## src/rtl/mips_loader_pkg.sv

```systemverilog
// Shared state encoding, byte-format constants and sizing helper for the MIPS program loader.
// Latency: n/a (types and constants only).
// Backpressure: n/a.
package mips_loader_pkg;

  localparam int HDR_BYTES   = 2;
  localparam int WORD_BYTES  = 4;
  localparam int INSTR_WIDTH = 32;

  // Word counts are carried at 17 bits so a full 16-bit header can be compared
  // against DEPTH (up to 65536) without wrapping.
  localparam int CNT_W = 17;

  typedef enum logic [2:0] {
    ST_IDLE,
    ST_HDR_HI,
    ST_HDR_LO,
    ST_DATA,
    ST_CLEAR,
    ST_DONE,
    ST_ERROR
  } state_e;

  // Number of instruction-memory words for a given word-address width.
  function automatic logic [CNT_W-1:0] depth_of(input int addr_width);
    return CNT_W'(1) << addr_width;
  endfunction

endpackage

```

## src/rtl/mips_program_loader_if.sv

```systemverilog
// Byte-stream input and instruction-memory write bus of the program loader.
// Latency: n/a (wires only).
// Backpressure: in_ready from the loader; the write side has none, memory accepts every strobe.
interface mips_program_loader_if #(
  parameter int ADDR_WIDTH = 8
);

  logic                                   in_valid;
  logic [7:0]                             in_data;
  logic                                   in_ready;
  logic                                   imem_we;
  logic [ADDR_WIDTH-1:0]                  imem_addr;
  logic [mips_loader_pkg::INSTR_WIDTH-1:0] imem_wdata;

  // Stream producer / memory side.
  modport master (
    output in_valid,
    output in_data,
    input  in_ready,
    input  imem_we,
    input  imem_addr,
    input  imem_wdata
  );

  // Loader side.
  modport slave (
    input  in_valid,
    input  in_data,
    output in_ready,
    output imem_we,
    output imem_addr,
    output imem_wdata
  );

endinterface

```

## src/rtl/loader_word_assembler.sv

```systemverilog
// Packs accepted stream bytes big-endian into 32-bit words; flush discards a partial word.
// Latency: word_vld/word_dat are combinational with the 4th accepted byte.
// Backpressure: none; the parent only asserts accept on a real handshake.
module loader_word_assembler
  import mips_loader_pkg::*;
(
  input  logic                   clk,
  input  logic                   reset,
  input  logic                   accept,
  input  logic                   flush,
  input  logic [7:0]             byte_dat,
  output logic                   word_vld,
  output logic [INSTR_WIDTH-1:0] word_dat
);

  localparam int IDX_W   = $clog2(WORD_BYTES);
  localparam int SHIFT_W = (WORD_BYTES - 1) * 8;

  logic [IDX_W-1:0]   idx_q, idx_d;
  logic [SHIFT_W-1:0] shift_q, shift_d;

  // Byte index advance, shift-in of earlier bytes, and completion on the last byte.
  always_comb begin
    idx_d    = idx_q;
    shift_d  = shift_q;
    word_vld = accept && (idx_q == IDX_W'(WORD_BYTES - 1));
    word_dat = {shift_q, byte_dat};
    if (flush) begin
      idx_d    = '0;
      shift_d  = '0;
      word_vld = 1'b0;
    end else if (accept) begin
      idx_d   = idx_q + IDX_W'(1);
      shift_d = {shift_q[SHIFT_W-9:0], byte_dat};
    end
  end

  // Assembly state register.
  always_ff @(posedge clk or posedge reset) begin
    if (reset) begin
      idx_q   <= '0;
      shift_q <= '0;
    end else begin
      idx_q   <= idx_d;
      shift_q <= shift_d;
    end
  end

endmodule

```

## src/rtl/mips_program_loader.sv

```systemverilog
// Loads a length-prefixed byte image into instruction memory, zero-fills the rest, then releases cpu_reset.
// Latency: write strobe one cycle after the 4th byte handshake; load_done 1 cycle, cpu_reset low 2 cycles after the last write.
// Backpressure: in_ready high only while receiving header or data; CLEAR, DONE and ERROR refuse bytes.
module mips_program_loader
  import mips_loader_pkg::*;
#(
  parameter int ADDR_WIDTH = 8
) (
  input  logic                 clk,
  input  logic                 reset,
  input  logic                 start,
  mips_program_loader_if.slave bus,
  output logic                 cpu_reset,
  output logic                 load_done,
  output logic                 load_error
);

  localparam logic [CNT_W-1:0] DEPTH_C = depth_of(ADDR_WIDTH);

  state_e                    state_q, state_d;
  logic [(HDR_BYTES-1)*8-1:0] hdr_hi_q, hdr_hi_d;
  logic [CNT_W-1:0]          count_q, count_d;
  logic [CNT_W-1:0]          word_idx_q, word_idx_d;
  logic [CNT_W-1:0]          clr_idx_q, clr_idx_d;

  logic                      imem_we_q, imem_we_d;
  logic [ADDR_WIDTH-1:0]     imem_addr_q, imem_addr_d;
  logic [INSTR_WIDTH-1:0]    imem_wdata_q, imem_wdata_d;
  logic                      cpu_reset_q, cpu_reset_d;
  logic                      load_done_q, load_done_d;
  logic                      load_error_q, load_error_d;

  logic                      in_ready;
  logic                      hs;
  logic                      word_vld;
  logic [INSTR_WIDTH-1:0]    word_dat;
  logic [CNT_W-1:0]          hdr_cnt;
  logic [CNT_W-1:0]          word_idx_nxt;

  // Only the receiving states take bytes; a byte coinciding with start is dropped.
  assign in_ready = (state_q == ST_HDR_HI) || (state_q == ST_HDR_LO) || (state_q == ST_DATA);
  assign hs       = bus.in_valid && in_ready && !start;
  assign hdr_cnt  = CNT_W'({hdr_hi_q, bus.in_data});
  assign word_idx_nxt = word_idx_q + CNT_W'(1);

  loader_word_assembler u_asm (
    .clk      (clk),
    .reset    (reset),
    .accept   (hs && (state_q == ST_DATA)),
    .flush    (start),
    .byte_dat (bus.in_data),
    .word_vld (word_vld),
    .word_dat (word_dat)
  );

  // Next-state, counters and registered output values.
  always_comb begin
    state_d      = state_q;
    hdr_hi_d     = hdr_hi_q;
    count_d      = count_q;
    word_idx_d   = word_idx_q;
    clr_idx_d    = clr_idx_q;
    imem_we_d    = 1'b0;
    imem_addr_d  = imem_addr_q;
    imem_wdata_d = imem_wdata_q;

    case (state_q)
      ST_IDLE: state_d = ST_HDR_HI;
      ST_HDR_HI: begin
        if (hs) begin
          hdr_hi_d = bus.in_data;
          state_d  = ST_HDR_LO;
        end
      end
      ST_HDR_LO: begin
        if (hs) begin
          count_d    = hdr_cnt;
          word_idx_d = '0;
          clr_idx_d  = hdr_cnt;
          if (hdr_cnt > DEPTH_C) begin
            state_d = ST_ERROR;
          end else if (hdr_cnt == '0) begin
            state_d = ST_CLEAR;
          end else begin
            state_d = ST_DATA;
          end
        end
      end
      ST_DATA: begin
        if (word_vld) begin
          imem_we_d    = 1'b1;
          imem_addr_d  = word_idx_q[ADDR_WIDTH-1:0];
          imem_wdata_d = word_dat;
          word_idx_d   = word_idx_nxt;
          if (word_idx_nxt == count_q) begin
            clr_idx_d = count_q;
            state_d   = (count_q == DEPTH_C) ? ST_DONE : ST_CLEAR;
          end
        end
      end
      ST_CLEAR: begin
        imem_we_d    = 1'b1;
        imem_addr_d  = clr_idx_q[ADDR_WIDTH-1:0];
        imem_wdata_d = '0;
        clr_idx_d    = clr_idx_q + CNT_W'(1);
        if (clr_idx_q == DEPTH_C - CNT_W'(1)) begin
          state_d = ST_DONE;
        end
      end
      ST_DONE:  ;
      ST_ERROR: ;
      default:  state_d = ST_IDLE;
    endcase

    // start aborts whatever is in flight, including a write that would have issued now.
    if (start) begin
      state_d    = ST_HDR_HI;
      word_idx_d = '0;
      clr_idx_d  = '0;
      imem_we_d  = 1'b0;
    end

    // load_done follows DONE by one cycle and cpu_reset releases one cycle after that.
    load_done_d  = (state_q == ST_DONE) && !start;
    cpu_reset_d  = !((state_q == ST_DONE) && load_done_q && !start);
    load_error_d = (state_d == ST_ERROR);
  end

  // FSM, header/counter state and output registers.
  always_ff @(posedge clk or posedge reset) begin
    if (reset) begin
      state_q      <= ST_IDLE;
      hdr_hi_q     <= '0;
      count_q      <= '0;
      word_idx_q   <= '0;
      clr_idx_q    <= '0;
      imem_we_q    <= 1'b0;
      imem_addr_q  <= '0;
      imem_wdata_q <= '0;
      cpu_reset_q  <= 1'b1;
      load_done_q  <= 1'b0;
      load_error_q <= 1'b0;
    end else begin
      state_q      <= state_d;
      hdr_hi_q     <= hdr_hi_d;
      count_q      <= count_d;
      word_idx_q   <= word_idx_d;
      clr_idx_q    <= clr_idx_d;
      imem_we_q    <= imem_we_d;
      imem_addr_q  <= imem_addr_d;
      imem_wdata_q <= imem_wdata_d;
      cpu_reset_q  <= cpu_reset_d;
      load_done_q  <= load_done_d;
      load_error_q <= load_error_d;
    end
  end

  assign bus.in_ready   = in_ready;
  assign bus.imem_we    = imem_we_q;
  assign bus.imem_addr  = imem_addr_q;
  assign bus.imem_wdata = imem_wdata_q;
  assign cpu_reset      = cpu_reset_q;
  assign load_done      = load_done_q;
  assign load_error     = load_error_q;

endmodule

```

## src/flat_wrapper.sv

```systemverilog
// flat-port wrapper written by rule: the top's interface ports become plain ports
module mips_program_loader_flat import mips_loader_pkg::*;
#(
  parameter int ADDR_WIDTH = 8
)
  (clk, reset, start, cpu_reset, load_done, load_error, bus_in_valid, bus_in_data, bus_in_ready, bus_imem_we, bus_imem_addr, bus_imem_wdata);
  mips_program_loader_if #(.ADDR_WIDTH(ADDR_WIDTH)) bus_i ();
  input  logic clk;
  input  logic reset;
  input  logic start;
  output logic cpu_reset;
  output logic load_done;
  output logic load_error;
  input wire logic [$bits(bus_i.in_valid)-1:0] bus_in_valid;
  input wire logic [$bits(bus_i.in_data)-1:0] bus_in_data;
  output wire logic [$bits(bus_i.in_ready)-1:0] bus_in_ready;
  output wire logic [$bits(bus_i.imem_we)-1:0] bus_imem_we;
  output wire logic [$bits(bus_i.imem_addr)-1:0] bus_imem_addr;
  output wire logic [$bits(bus_i.imem_wdata)-1:0] bus_imem_wdata;
  assign bus_i.in_valid = bus_in_valid;
  assign bus_i.in_data = bus_in_data;
  assign bus_in_ready = bus_i.in_ready;
  assign bus_imem_we = bus_i.imem_we;
  assign bus_imem_addr = bus_i.imem_addr;
  assign bus_imem_wdata = bus_i.imem_wdata;
  mips_program_loader #(.ADDR_WIDTH(ADDR_WIDTH)) u_core (.clk(clk), .reset(reset), .start(start), .bus(bus_i), .cpu_reset(cpu_reset), .load_done(load_done), .load_error(load_error));
endmodule
```

## config.mk

```make
export PLATFORM = sky130hd
export DESIGN_NAME = mips_program_loader_flat
export DESIGN_NICKNAME = d
export VERILOG_FILES = /design/src/rtl/mips_loader_pkg.sv /design/src/rtl/mips_program_loader_if.sv /design/src/rtl/loader_word_assembler.sv /design/src/rtl/mips_program_loader.sv /design/src/flat_wrapper.sv
export SDC_FILE = /design/constraint.sdc
export NUM_CORES = 1
export LEC_CHECK = 0
export BUFFER_PORTS_ARGS = -buffer_cell sky130_fd_sc_hd__clkbuf_2
export CORE_UTILIZATION = 55
export CTS_BUF_LIST = sky130_fd_sc_hd__clkbuf_4 sky130_fd_sc_hd__clkbuf_8
export CTS_CLUSTER_SIZE = 30
export DETAILED_ROUTE_END_ITERATION = 10
export GPL_TIMING_DRIVEN = 0
export PLACE_DENSITY = 0.74
export SYNTH_ARGS = -nofsm -noshare
export SYNTH_HDL_FRONTEND = slang
export SYNTH_HIERARCHICAL = 1
export SYNTH_SLANG_ARGS = --single-unit
```

## constraint.sdc

```tcl
create_clock -name clk -period 5.2 [get_ports clk]
set_clock_uncertainty 0.2 [all_clocks]
set_input_delay 1.04 -clock clk [delete_from_list [all_inputs] [get_ports clk]]
set_output_delay 1.04 -clock clk [all_outputs]
set_load 0.005 [all_outputs]
```

==> results.md <==
- Post-detailed-route wirelength per cell: 19.2 um
- Max stage delay on crit path: 0.43 ns
- Placed cell area: between 7000 and 8000 um2
- Cells along the critical path: clkbuf_1 > nand3b_1 > nor2_1 > buf_6 > buf_12 > nand2_1 > nor2_1 > mux2_2 > a31oi_1 > clkbuf_1 > nand2_1 > o21ai_0 > o31ai_4 > buf_8 > mux2_4
- CP endpoint kind: register
- Met2 Use GR: between 40% and 50%
- Commonest cells in the netlist: dfrtp_1 (130), nand2_1 (112), nor2_1 (77)
- RSZ-0062 raised after global routing: false
- Met3 usage: 7.34%
- R2R depth: 15
- CTS tree: done
- Worst setup SP type: input pin
- Die Ht: about 110 um
- Initial Util: between 50 and 60%
- H-tree levels: 4
- Multi-input gate area: 3190 um2
- Buf/Inv on CP: 5
- Routability cong.: 0.870
- Synthesis-to-finish area growth: 13.1%
- Routing usage on met1: 38.0%
- CP arrival: approximately 4.6 ns
- Clk_lat worst skew: about 0.45 ns
- Syn nets: 712
- Power Density: 319 nW/um2
- Post-layout net count: between 700 and 800
- Max VDD drop: 268 uV
- CTS Hold Bufs: 0
- Power Internal: 1730 uW
- Hold Crit Class: reg2reg
- Fin cells: between 900 and 1,000
- Syn_area_per_cell: 9.75 um2
- Crit Path Class: in2reg
- Top cell type by total area after synthesis: dfrtp_1
- Setup TNS: 0 ns
- Worst path required time: 5.33 ns
- Largest net degree at the start of global routing: 58
- Aggregate global-route resource usage: roughly 30%
- 1st-iter DRT viols: 484
- Synth Flop Type: dfrtp_1
- Switching Share: 29.2%
- CTS max path bufs: 2
- Post-Layout Inst Area: 7690 um2
- DRT antenna net count: 0
- Die X: 113 um
- Layout cell share with drive strength beyond 1: 21.3%
- Row cnt: 40
- # diodes: 0
- Clk network pwr share: between 30% and 40%
- Worst-Margin Slew: 0.985 ns
- Peak Freq: 0.227 GHz
- Combinational power share: between 15 and 20%
- Num CTS Buffers: 17
- IO buf count: 55
- Area occupied by registers: 3280 um2
- Max stage delay cell, worst path: clkbuf_1
- Reg power frac: 49.3%
- Worst rel slew slack: 34.2%
- Synth cell types: 60
- Critical Path Stages: 15
- DRT Pass-1 Iters: 6
- # fillers: just over 1,000
- Yosys top cell area share: approximately 48%
- DR vias/cell: 6.18
- First-pass GRT wire length: 28,900 um
- Max FO, Critical Path: 10
- Congestion Overflow GR: 0
- Worst hold stages: 1
- Overall power: roughly 2500 uW
- Number of gates resized after CTS: 0
- Leak pwr: 0.00367 uW
- Max-slew violation count: 0
- Cells after synthesis: 697
- Initial antenna violation count: 0
- Min Tclk post-route: roughly 4.4 ns
- Post-CTS Setup Repair Bufs: 0
- Via count: 5,764
- Status: finished clean
- Mapped Area: 6800 um2
- HPWL after DPL: 12,800 um
- Final worst slack: 0.788 ns
- Number of synthesis warnings: 6
- Crit share post-route: 84.9%
- Routed WL: approximately 18,000 um
- Top Usage Layer GRT: met2
- Post-Place Setup Slack: 0.390 ns
- Delay-heaviest family, CP: buffers and inverters
- DP Cell Count: 900
- EDFF count, synth: 0
- Synth Register Bits: 131
- Most instantiated library cell after synthesis: dfrtp_1
- Clock Pin Slew Worst Setup and Hold Paths: 0.07 ns
- Final setup viols: 0
- Final Hold Viols: 0
- Maxcap violations: 0
- P_sw: 716 uW
- Ranking of synthesized cells by area: dfrtp_1 (48%), nand2_1 (6.2%), mux2_2 (5.1%)
- Die ar.: 12,800 um2
- Core ar.: 12,000 um2
- Vias in the first global route: 5,595
- IO Count: 57
- Root Driver: clkbuf_8
- Sequential element share of the synthesized area: 48.3%
- Clock sink total: 131
- DR DRC count: 0
- Post-synth ARST share: 100%
[power by group through the flow]
stage          clock [uW]  combinational, uW  sequential, uW
5_1_grt               925                402            1220
2_1_floorplan           0                286            1180
4_1_cts               882                371            1200
6_report              869                374            1210
3_5_place_dp            0                369            1220
3_3_place_gp            0                351            1220
[sequential cells by signal, summed over array words and instances (netlist names)]
signal and count:
u_core/clr_idx_q 17, u_core/state_q 3, u_core/load_done 1, u_core/bus.imem_wdata 32
u_core/u_asm/idx_q 2, u_core/hdr_hi_q 8, u_core/load_error 1, u_core/count_q 16
u_core/bus.imem_addr 8, u_core/bus.imem_we 1, u_core/cpu_reset 1, u_core/u_asm/shift_q 24
u_core/word_idx_q 17
[per-layer routing]
layer,wire length [um],up-vias
li1,-,2599
met1,7410,2866
met2,8770,253
met3,1220,46
met4,516,0
met5,0,-
[cell usage in the layout, fill, tap and decap left out, drive strengths merged, types with 3 or more instances in the layout]
master / netlist / routed
a21o: 3 / 3
a21oi: 19 / 19
a221oi: 7 / 7
a22o: 3 / 3
a22oi: 10 / 10
a31oi: 3 / 3
and2: 3 / 3
and3: 8 / 8
and4: 11 / 11
buf: 25 / 26
clkbuf: 28 / 104
clkinv: 0 / 7
dfrtp: 130 / 130
ha: 3 / 3
inv: 7 / 8
mux2: 39 / 39
mux2i: 26 / 26
nand2: 112 / 112
nand3: 44 / 44
nand4: 8 / 8
nor2: 79 / 79
nor3: 9 / 9
nor3b: 3 / 3
nor4: 12 / 12
o21ai: 22 / 22
o22ai: 6 / 6
o31ai: 7 / 7
or3: 4 / 4
or4: 3 / 3
xnor2: 26 / 26
xor2: 13 / 13
[path summary, 6_finish.rpt]
kind	startpoint	to	slack, ns
worst max-delay path	start	u_core/clr_idx_q[3]	0.79
worst min-delay path	u_core/load_done	u_core/cpu_reset	0.20
worst max register to register	u_core/state_q[0]	u_core/clr_idx_q[3]	1.13
worst min register to register	u_core/load_done	u_core/cpu_reset	0.20
max in group asynchronous	reset	u_core/cpu_reset	3.54
min in group asynchronous	reset	u_core/bus.imem_wdata[30]	0.52
[area by class of cell]
class	instances	share of cell area (%)
well taps	147	2.39
plain buffers	53	3.94
repair buffers	56	3.94
inverters	7	0.374
clock inverters	11	1.69
clock buffers	21	3.52
multi-input cells	506	41.5
flip-flops and latches	131	42.7
[kinds of logic after synthesis]
| logic type | share of synthesized area (%) |
|---|---|
| AO/OA/AOI/OAI | 9.76 |
| XOR/XNOR | 5.03 |
| adder cells (fa/ha/maj) | 0.552 |
| buffers and inverters | 4.84 |
| flip-flops | 48.3 |
| multiplexers | 10.7 |
| AND/OR/NAND/NOR | 20.8 |
[metrics by stage]
step | hold WS, ns | utilization, %
after floorplan | 0.195 | -
after global placement | 0.178 | 60.4
after detailed placement | 0.191 | 60.7
after CTS | 0.201 | 64.0
after global routing | 0.225 | 64.0
final | 0.197 | 64.0
Note: power is estimated with default switching activity, not from simulation.
